<file path="src/rtl/draw_field_pipe.sv">
// Snake playfield renderer: raster pixel stream in, registered RGB out after two stages.
// Position comes from counters only; the game state is frozen at each frame start.
module draw_field_pipe #(
  parameter int SIZE_X       = 16,
  parameter int SIZE_Y       = 16,
  parameter int SQUARE_SIZE  = 16,
  parameter int H_ACTIVE     = 640,
  parameter int GRID_EN      = 1,
  parameter int BLINK_FRAMES = 30
) (
  input  logic                        clk_i,
  input  logic                        rst_i,
  input  logic                        frame_start_i,
  input  logic                        pix_valid_i,
  input  logic [SIZE_X*SIZE_Y-1:0]    snake_tail_i,
  input  logic [$clog2(SIZE_X)-1:0]   head_x_i,
  input  logic [$clog2(SIZE_Y)-1:0]   head_y_i,
  input  logic [$clog2(SIZE_X)-1:0]   apple_x_i,
  input  logic [$clog2(SIZE_Y)-1:0]   apple_y_i,
  input  logic                        game_over_i,
  output logic [2:0]                  color_o,
  output logic                        color_valid_o
);

  localparam int XW = $clog2(SIZE_X);
  localparam int YW = $clog2(SIZE_Y);
  localparam int CW = $clog2(SIZE_X + 1);
  localparam int RW = $clog2(SIZE_Y + 1);
  localparam int SW = $clog2(SQUARE_SIZE);
  localparam int PW = $clog2(H_ACTIVE);
  localparam int NB = SIZE_X * SIZE_Y;
  localparam int IW = $clog2(NB);
  localparam int FW = $clog2(BLINK_FRAMES + 1);

  localparam logic [2:0] BLACK  = 3'b000;
  localparam logic [2:0] BLUE   = 3'b001;
  localparam logic [2:0] GREEN  = 3'b010;
  localparam logic [2:0] YELLOW = 3'b110;
  localparam logic [2:0] RED    = 3'b100;
  localparam logic [2:0] WHITE  = 3'b111;

  function automatic logic [2:0] pick_color(input logic outside, input logic grid,
                                            input logic head, input logic apple,
                                            input logic body, input logic go,
                                            input logic phase);
    logic [2:0] dead_c;
    dead_c = phase ? WHITE : RED;
    if (outside)    return BLACK;
    else if (grid)  return BLUE;
    else if (head)  return go ? dead_c : YELLOW;
    else if (apple) return RED;
    else if (body)  return go ? dead_c : GREEN;
    else            return WHITE;
  endfunction

  logic [PW-1:0] x_pix;
  logic [CW-1:0] col;
  logic [RW-1:0] row;
  logic [SW-1:0] sub_x, sub_y;
  logic          synced;
  logic [NB-1:0] snap_tail;
  logic [XW-1:0] snap_hx, snap_ax;
  logic [YW-1:0] snap_hy, snap_ay;
  logic          snap_go, snap_phase;
  logic [FW-1:0] frame_cnt;
  logic          blink_phase;

  logic          fs, accept;
  logic [PW-1:0] cur_x, nx;
  logic [CW-1:0] cur_col, ncol;
  logic [RW-1:0] cur_row, nrow;
  logic [SW-1:0] cur_sx, cur_sy, nsx, nsy;
  logic [NB-1:0] eff_tail;
  logic [XW-1:0] eff_hx, eff_ax;
  logic [YW-1:0] eff_hy, eff_ay;
  logic          eff_go, eff_phase;
  logic [IW-1:0] bit_idx;

  logic out_p1, grid_p1, head_p1, apple_p1, body_p1, go_p1, phase_p1, vld_p1;
  logic [2:0] color_p2;
  logic       vld_p2;

  assign fs     = pix_valid_i & frame_start_i;
  assign accept = pix_valid_i & (synced | frame_start_i);

  // A frame-start pixel is (0,0) and renders from the incoming state, not the old snapshot.
  assign cur_x     = fs ? '0 : x_pix;
  assign cur_col   = fs ? '0 : col;
  assign cur_row   = fs ? '0 : row;
  assign cur_sx    = fs ? '0 : sub_x;
  assign cur_sy    = fs ? '0 : sub_y;
  assign eff_tail  = fs ? snake_tail_i : snap_tail;
  assign eff_hx    = fs ? head_x_i     : snap_hx;
  assign eff_hy    = fs ? head_y_i     : snap_hy;
  assign eff_ax    = fs ? apple_x_i    : snap_ax;
  assign eff_ay    = fs ? apple_y_i    : snap_ay;
  assign eff_go    = fs ? game_over_i  : snap_go;
  assign eff_phase = fs ? blink_phase  : snap_phase;

  always_comb begin
    nx   = cur_x + PW'(1);
    ncol = cur_col;
    nrow = cur_row;
    nsx  = cur_sx;
    nsy  = cur_sy;
    if (cur_x == PW'(H_ACTIVE - 1)) begin
      nx   = '0;
      nsx  = '0;
      ncol = '0;
      if (cur_sy == SW'(SQUARE_SIZE - 1)) begin
        nsy = '0;
        if (cur_row != RW'(SIZE_Y)) nrow = cur_row + RW'(1);
      end else begin
        nsy = cur_sy + SW'(1);
      end
    end else if (cur_sx == SW'(SQUARE_SIZE - 1)) begin
      nsx = '0;
      if (cur_col != CW'(SIZE_X)) ncol = cur_col + CW'(1);
    end else begin
      nsx = cur_sx + SW'(1);
    end
  end

  assign bit_idx = IW'(int'(cur_col) * SIZE_Y + int'(cur_row));

  always_ff @(posedge clk_i) begin
    if (rst_i) begin
      x_pix       <= '0;
      col         <= '0;
      row         <= '0;
      sub_x       <= '0;
      sub_y       <= '0;
      synced      <= 1'b0;
      snap_tail   <= '0;
      snap_hx     <= '0;
      snap_hy     <= '0;
      snap_ax     <= '0;
      snap_ay     <= '0;
      snap_go     <= 1'b0;
      snap_phase  <= 1'b0;
      frame_cnt   <= '0;
      blink_phase <= 1'b0;
      vld_p1      <= 1'b0;
      vld_p2      <= 1'b0;
      color_p2    <= BLACK;
    end else begin
      if (accept) begin
        x_pix <= nx;
        col   <= ncol;
        row   <= nrow;
        sub_x <= nsx;
        sub_y <= nsy;
      end
      if (fs) begin
        synced     <= 1'b1;
        snap_tail  <= snake_tail_i;
        snap_hx    <= head_x_i;
        snap_hy    <= head_y_i;
        snap_ax    <= apple_x_i;
        snap_ay    <= apple_y_i;
        snap_go    <= game_over_i;
        snap_phase <= blink_phase;
        if (frame_cnt == FW'(BLINK_FRAMES - 1)) begin
          frame_cnt   <= '0;
          blink_phase <= ~blink_phase;
        end else begin
          frame_cnt <= frame_cnt + FW'(1);
        end
      end
      vld_p1 <= accept;
      // Stage 2: colour resolve; holds its value on invalid slots.
      vld_p2 <= vld_p1;
      if (vld_p1)
        color_p2 <= pick_color(out_p1, grid_p1, head_p1, apple_p1, body_p1, go_p1, phase_p1);
    end
  end

  // Stage 1: cell lookup flags. Out-of-range head/apple coordinates never equal an inside cell.
  always_ff @(posedge clk_i) begin
    out_p1   <= (cur_col == CW'(SIZE_X)) || (cur_row == RW'(SIZE_Y));
    grid_p1  <= (GRID_EN != 0) && ((cur_sx == '0) || (cur_sy == '0));
    head_p1  <= (cur_col == CW'(eff_hx)) && (cur_row == RW'(eff_hy));
    apple_p1 <= (cur_col == CW'(eff_ax)) && (cur_row == RW'(eff_ay));
    body_p1  <= eff_tail[bit_idx];
    go_p1    <= eff_go;
    phase_p1 <= eff_phase;
  end

  assign color_o       = color_p2;
  assign color_valid_o = vld_p2;

endmodule

</file>
<file path="config.mk">
export PLATFORM = sky130hd
export DESIGN_NAME = draw_field_pipe
export DESIGN_NICKNAME = d
export VERILOG_FILES = /design/src/rtl/draw_field_pipe.sv
export SDC_FILE = /design/constraint.sdc
export NUM_CORES = 1
export LEC_CHECK = 0
export BUFFER_PORTS_ARGS = -buffer_cell sky130_fd_sc_hd__buf_2
export CAP_MARGIN = 10
export CORE_ASPECT_RATIO = 2
export CORE_MARGIN = 2
export CORE_UTILIZATION = 40
export DETAILED_ROUTE_END_ITERATION = 6
export GPL_ROUTABILITY_DRIVEN = 0
export PLACE_DENSITY = 0.67
export RECOVER_POWER = 100
export SLEW_MARGIN = 25
export SYNTH_ARGS = -nofsm -noshare
export SYNTH_HDL_FRONTEND = slang
export SYNTH_SLANG_ARGS = --single-unit
export TNS_END_PERCENT = 50
</file>
<file path="constraint.sdc">
create_clock -name clk_i -period 5 [get_ports clk_i]
set_clock_uncertainty 0.2 [all_clocks]
set_input_delay 1 -clock clk_i [delete_from_list [all_inputs] [get_ports clk_i]]
set_output_delay 1 -clock clk_i [all_outputs]
set_load 0.02 [all_outputs]
</file>
==> impl_metrics.toml <==
[clock_network]
cts_resized = 0
clk_pin_slew_ns = 0.07
cts_setup_buffers = 0
htreeDepth = 1
insertion_delay_ns = 0.57
cts_max_path_buffers = 3
cts_buffers = 29
cts_hold_buf = 0
cts_tree = "done"
clock-sinks = 321
root_buffer = "clkbuf_16"

[hold_path]
min_path_type = "flop to flop"

[critical_path]
r2r-end = "body_p1"
ff2ff_path_depth = 7
cp.required_ns = 5.28
cp-endpoint = "body_p1"
cp-end-kind = "flop"
path_max_fanout = 74
r2r-start = "row[0]"
r2r_setup_slack_ns = 1.17
critPathLaunchType = "primary input"
crit_start = "pix_valid_i"
crit_type = "primary input to flop"
crit_arrival_ns = 4.28

[synthesis]
synth_top_area_share_pct = 44.0
synthCells = 1792
syn_area_mm2 = 0.0146
async_flop_share_pct = 0
synth_seq_area_share_pct = 44.0
synth.avg_cell_area_um2 = 8.16
synth_most_common_cell = "nand2_1"
ys_top_cells_by_area = "dfxtp_1, nand2_1, a21oi_1"
synth_edf_count = 0
synthTopCellsByCount = "nand2_1, dfxtp_1, a21oi_1"
synth.distinct_cells = 83
synth_fp_nets = 2082
yosysTopAreaCell = "dfxtp_1"
ys_ff_latch = 321
yosys_warnings = 0
ys.flop_type = "dfxtp_1"

[cells_and_area]
nets = 2270
seqCellArea_mm2 = 0.00643
n_fill_cell = 3569
multi_input_area_mm2 = 0.00736
drive_gt1_share_pct = 20.3
synthToLayoutAreaGrowth_pct = 16.3

[sta]
max_freq_ghz = 0.250
slew_viol_final = 200
hold_ws_ns = 0.251
min_period_over_period_pct = 80.1
hold_viol = 0
tns_ns = 0
maxSlewHeadroom_pct = -110
final-setup-viol-count = 0
tightest_slew_ns = 3.14
min_period_ns = 4.01
rsz0062_at_grt = "false"

[floorplan]
dieArea_mm2 = 0.0382
initial_core_util_pct = 40.3
num_rows = 99
io_pins = 281
die_x_um = 139
core_mm2 = 0.0363
die_y_um = 274

[grt]
grt_pass1_wl_mm = 69.1
first_global_vias = 13005
global_route.usage.total_pct = 22.7
grt.overflow.total = 0
antenna_found_initial = 7
grt_max_degree = 150

[placement]
dp_hpwl_mm = 32.7
portBuffers = 280

[outcome]
failed_checks = "capacitance limit, slew limit"
status = "finished, violations left"

[drt]
wl_per_cell_um = 18.7
vias_per_cell = 5.46
dr.first_iter.drc_count = 1081
vias = 13460
detail_route.first_pass.iterations = 7
wl_mm = 46.0
postRouteAntennaNets = 0
drc = 0

[power]
p_leak_uw = 0.00635
power.density_mw_per_mm2 = 331
peakVddDrop_mv = 0.304

[job]
cap_violations = 2
-- how the worst min path moves through the flow --
stage                   startpoint             end  slack (ns)  depth (start not counted)
global route        snap_tail[240]  snap_tail[240]        0.27                          2
detailed placement         snap_go           go_p1        0.24                          2
global placement           snap_go           go_p1        0.23                          2
CTS                  snap_tail[98]   snap_tail[98]        0.26                          2
finish                     snap_go           go_p1        0.25                          2
floorplan                  snap_go           go_p1        0.22                          2
-- sequential cells by signal, summed over array words and instances (netlist names), 3 cells and up --
signal     count
col            5
color_o        3
snap_hx        4
snap_ay        4
x_pix         10
sub_x          4
snap_tail    256
frame_cnt      5
sub_y          4
snap_hy        4
snap_ax        4
row            5
-- stage by stage --
| stage | util, % | power (uW) | instances | area, um2 | setup slack, ns |
|---|---|---|---|---|---|
| 2_1_floorplan | - | 3090 | 1792 | 14600 | 1.06 |
| 3_3_place_gp | 44.1 | 3310 | 2403 | 16000 | 1.18 |
| 3_5_place_dp | 44.1 | 3320 | 2403 | 16000 | 1.13 |
| 4_1_cts | 46.9 | 5670 | 2457 | 17000 | 1.70 |
| 5_1_grt | 46.8 | 5830 | 2463 | 17000 | 0.765 |
| 6_report | 46.8 | 5630 | 2463 | 17000 | 0.995 |
-- cells in the final DEF, fill, tap and decap left out, types with 8 or more instances in the layout --
cell	instances
a21oi_1	308
buf_2	275
buf_4	13
clkbuf_1	10
clkbuf_16	29
dfxtp_1	317
ha_1	13
inv_1	15
mux2_2	10
mux2i_1	59
mux4_2	30
nand2_1	577
nand2b_1	11
nand3_1	35
nand4_1	14
nor2_1	46
nor3_1	8
nor4_1	9
o21ai_0	30
o22ai_1	13
xnor2_1	10
xor2_1	15
-- worst max-delay path: stages --
cell	delay (ns)
buf_2	0.15
buf_4	0.32
and2_4	0.75
clkbuf_1	1.09
a221oi_1	0.29
a211oi_2	0.28
nor4_1	0.09
o32ai_1	0.27
-- cell type report --
| cell class | count | area share [%] |
|---|---|---|
| Antenna cell | 6 | 0.0883 |
| Clock buffer | 37 | 4.74 |
| Clock inverter | 17 | 1.16 |
| Inverter | 16 | 0.353 |
| Multi-Input combinational cell | 1313 | 43.3 |
| Sequential cell | 321 | 37.9 |
| Tap cell | 454 | 3.34 |
| Timing Repair Buffer | 299 | 9.16 |
-- logic make-up after synthesis --
| family | after synthesis | share of synthesized area, % |
|---|---|---|
| xor gates and xnor gates | 25 | 1.50 |
| AOI/OAI and AO/OA | 428 | 16.6 |
| DFF | 321 | 44.0 |
| muxes | 103 | 9.87 |
| adders and majority gates | 13 | 1.11 |
| and+or+nand+nor | 744 | 21.2 |
| buffers and inverters | 158 | 5.72 |
-- power breakdown --
| part | switching [uW] | internal (uW) | total [uW] | leakage [uW] |
|---|---|---|---|---|
| Combinational | 320 | 215 | 535 | 0.00325 |
| Sequential | 68.4 | 2670 | 2740 | 0.00262 |
| Clock | 1040 | 1310 | 2360 | 0.000479 |
-- metal layers --
layer / part of all wire, % / up-vias / routed length, um / track usage, %
li1: - / 6519 / - / -
met1: 36 / 6358 / 16700 / 24.6
met2: 53 / 474 / 24500 / 41.7
met3: 5.0 / 107 / 2280 / 2.74
met4: 5.5 / 2 / 2520 / 14.3
met5: 0.028 / - / 13 / 0
(Power assumes the default switching activity.)
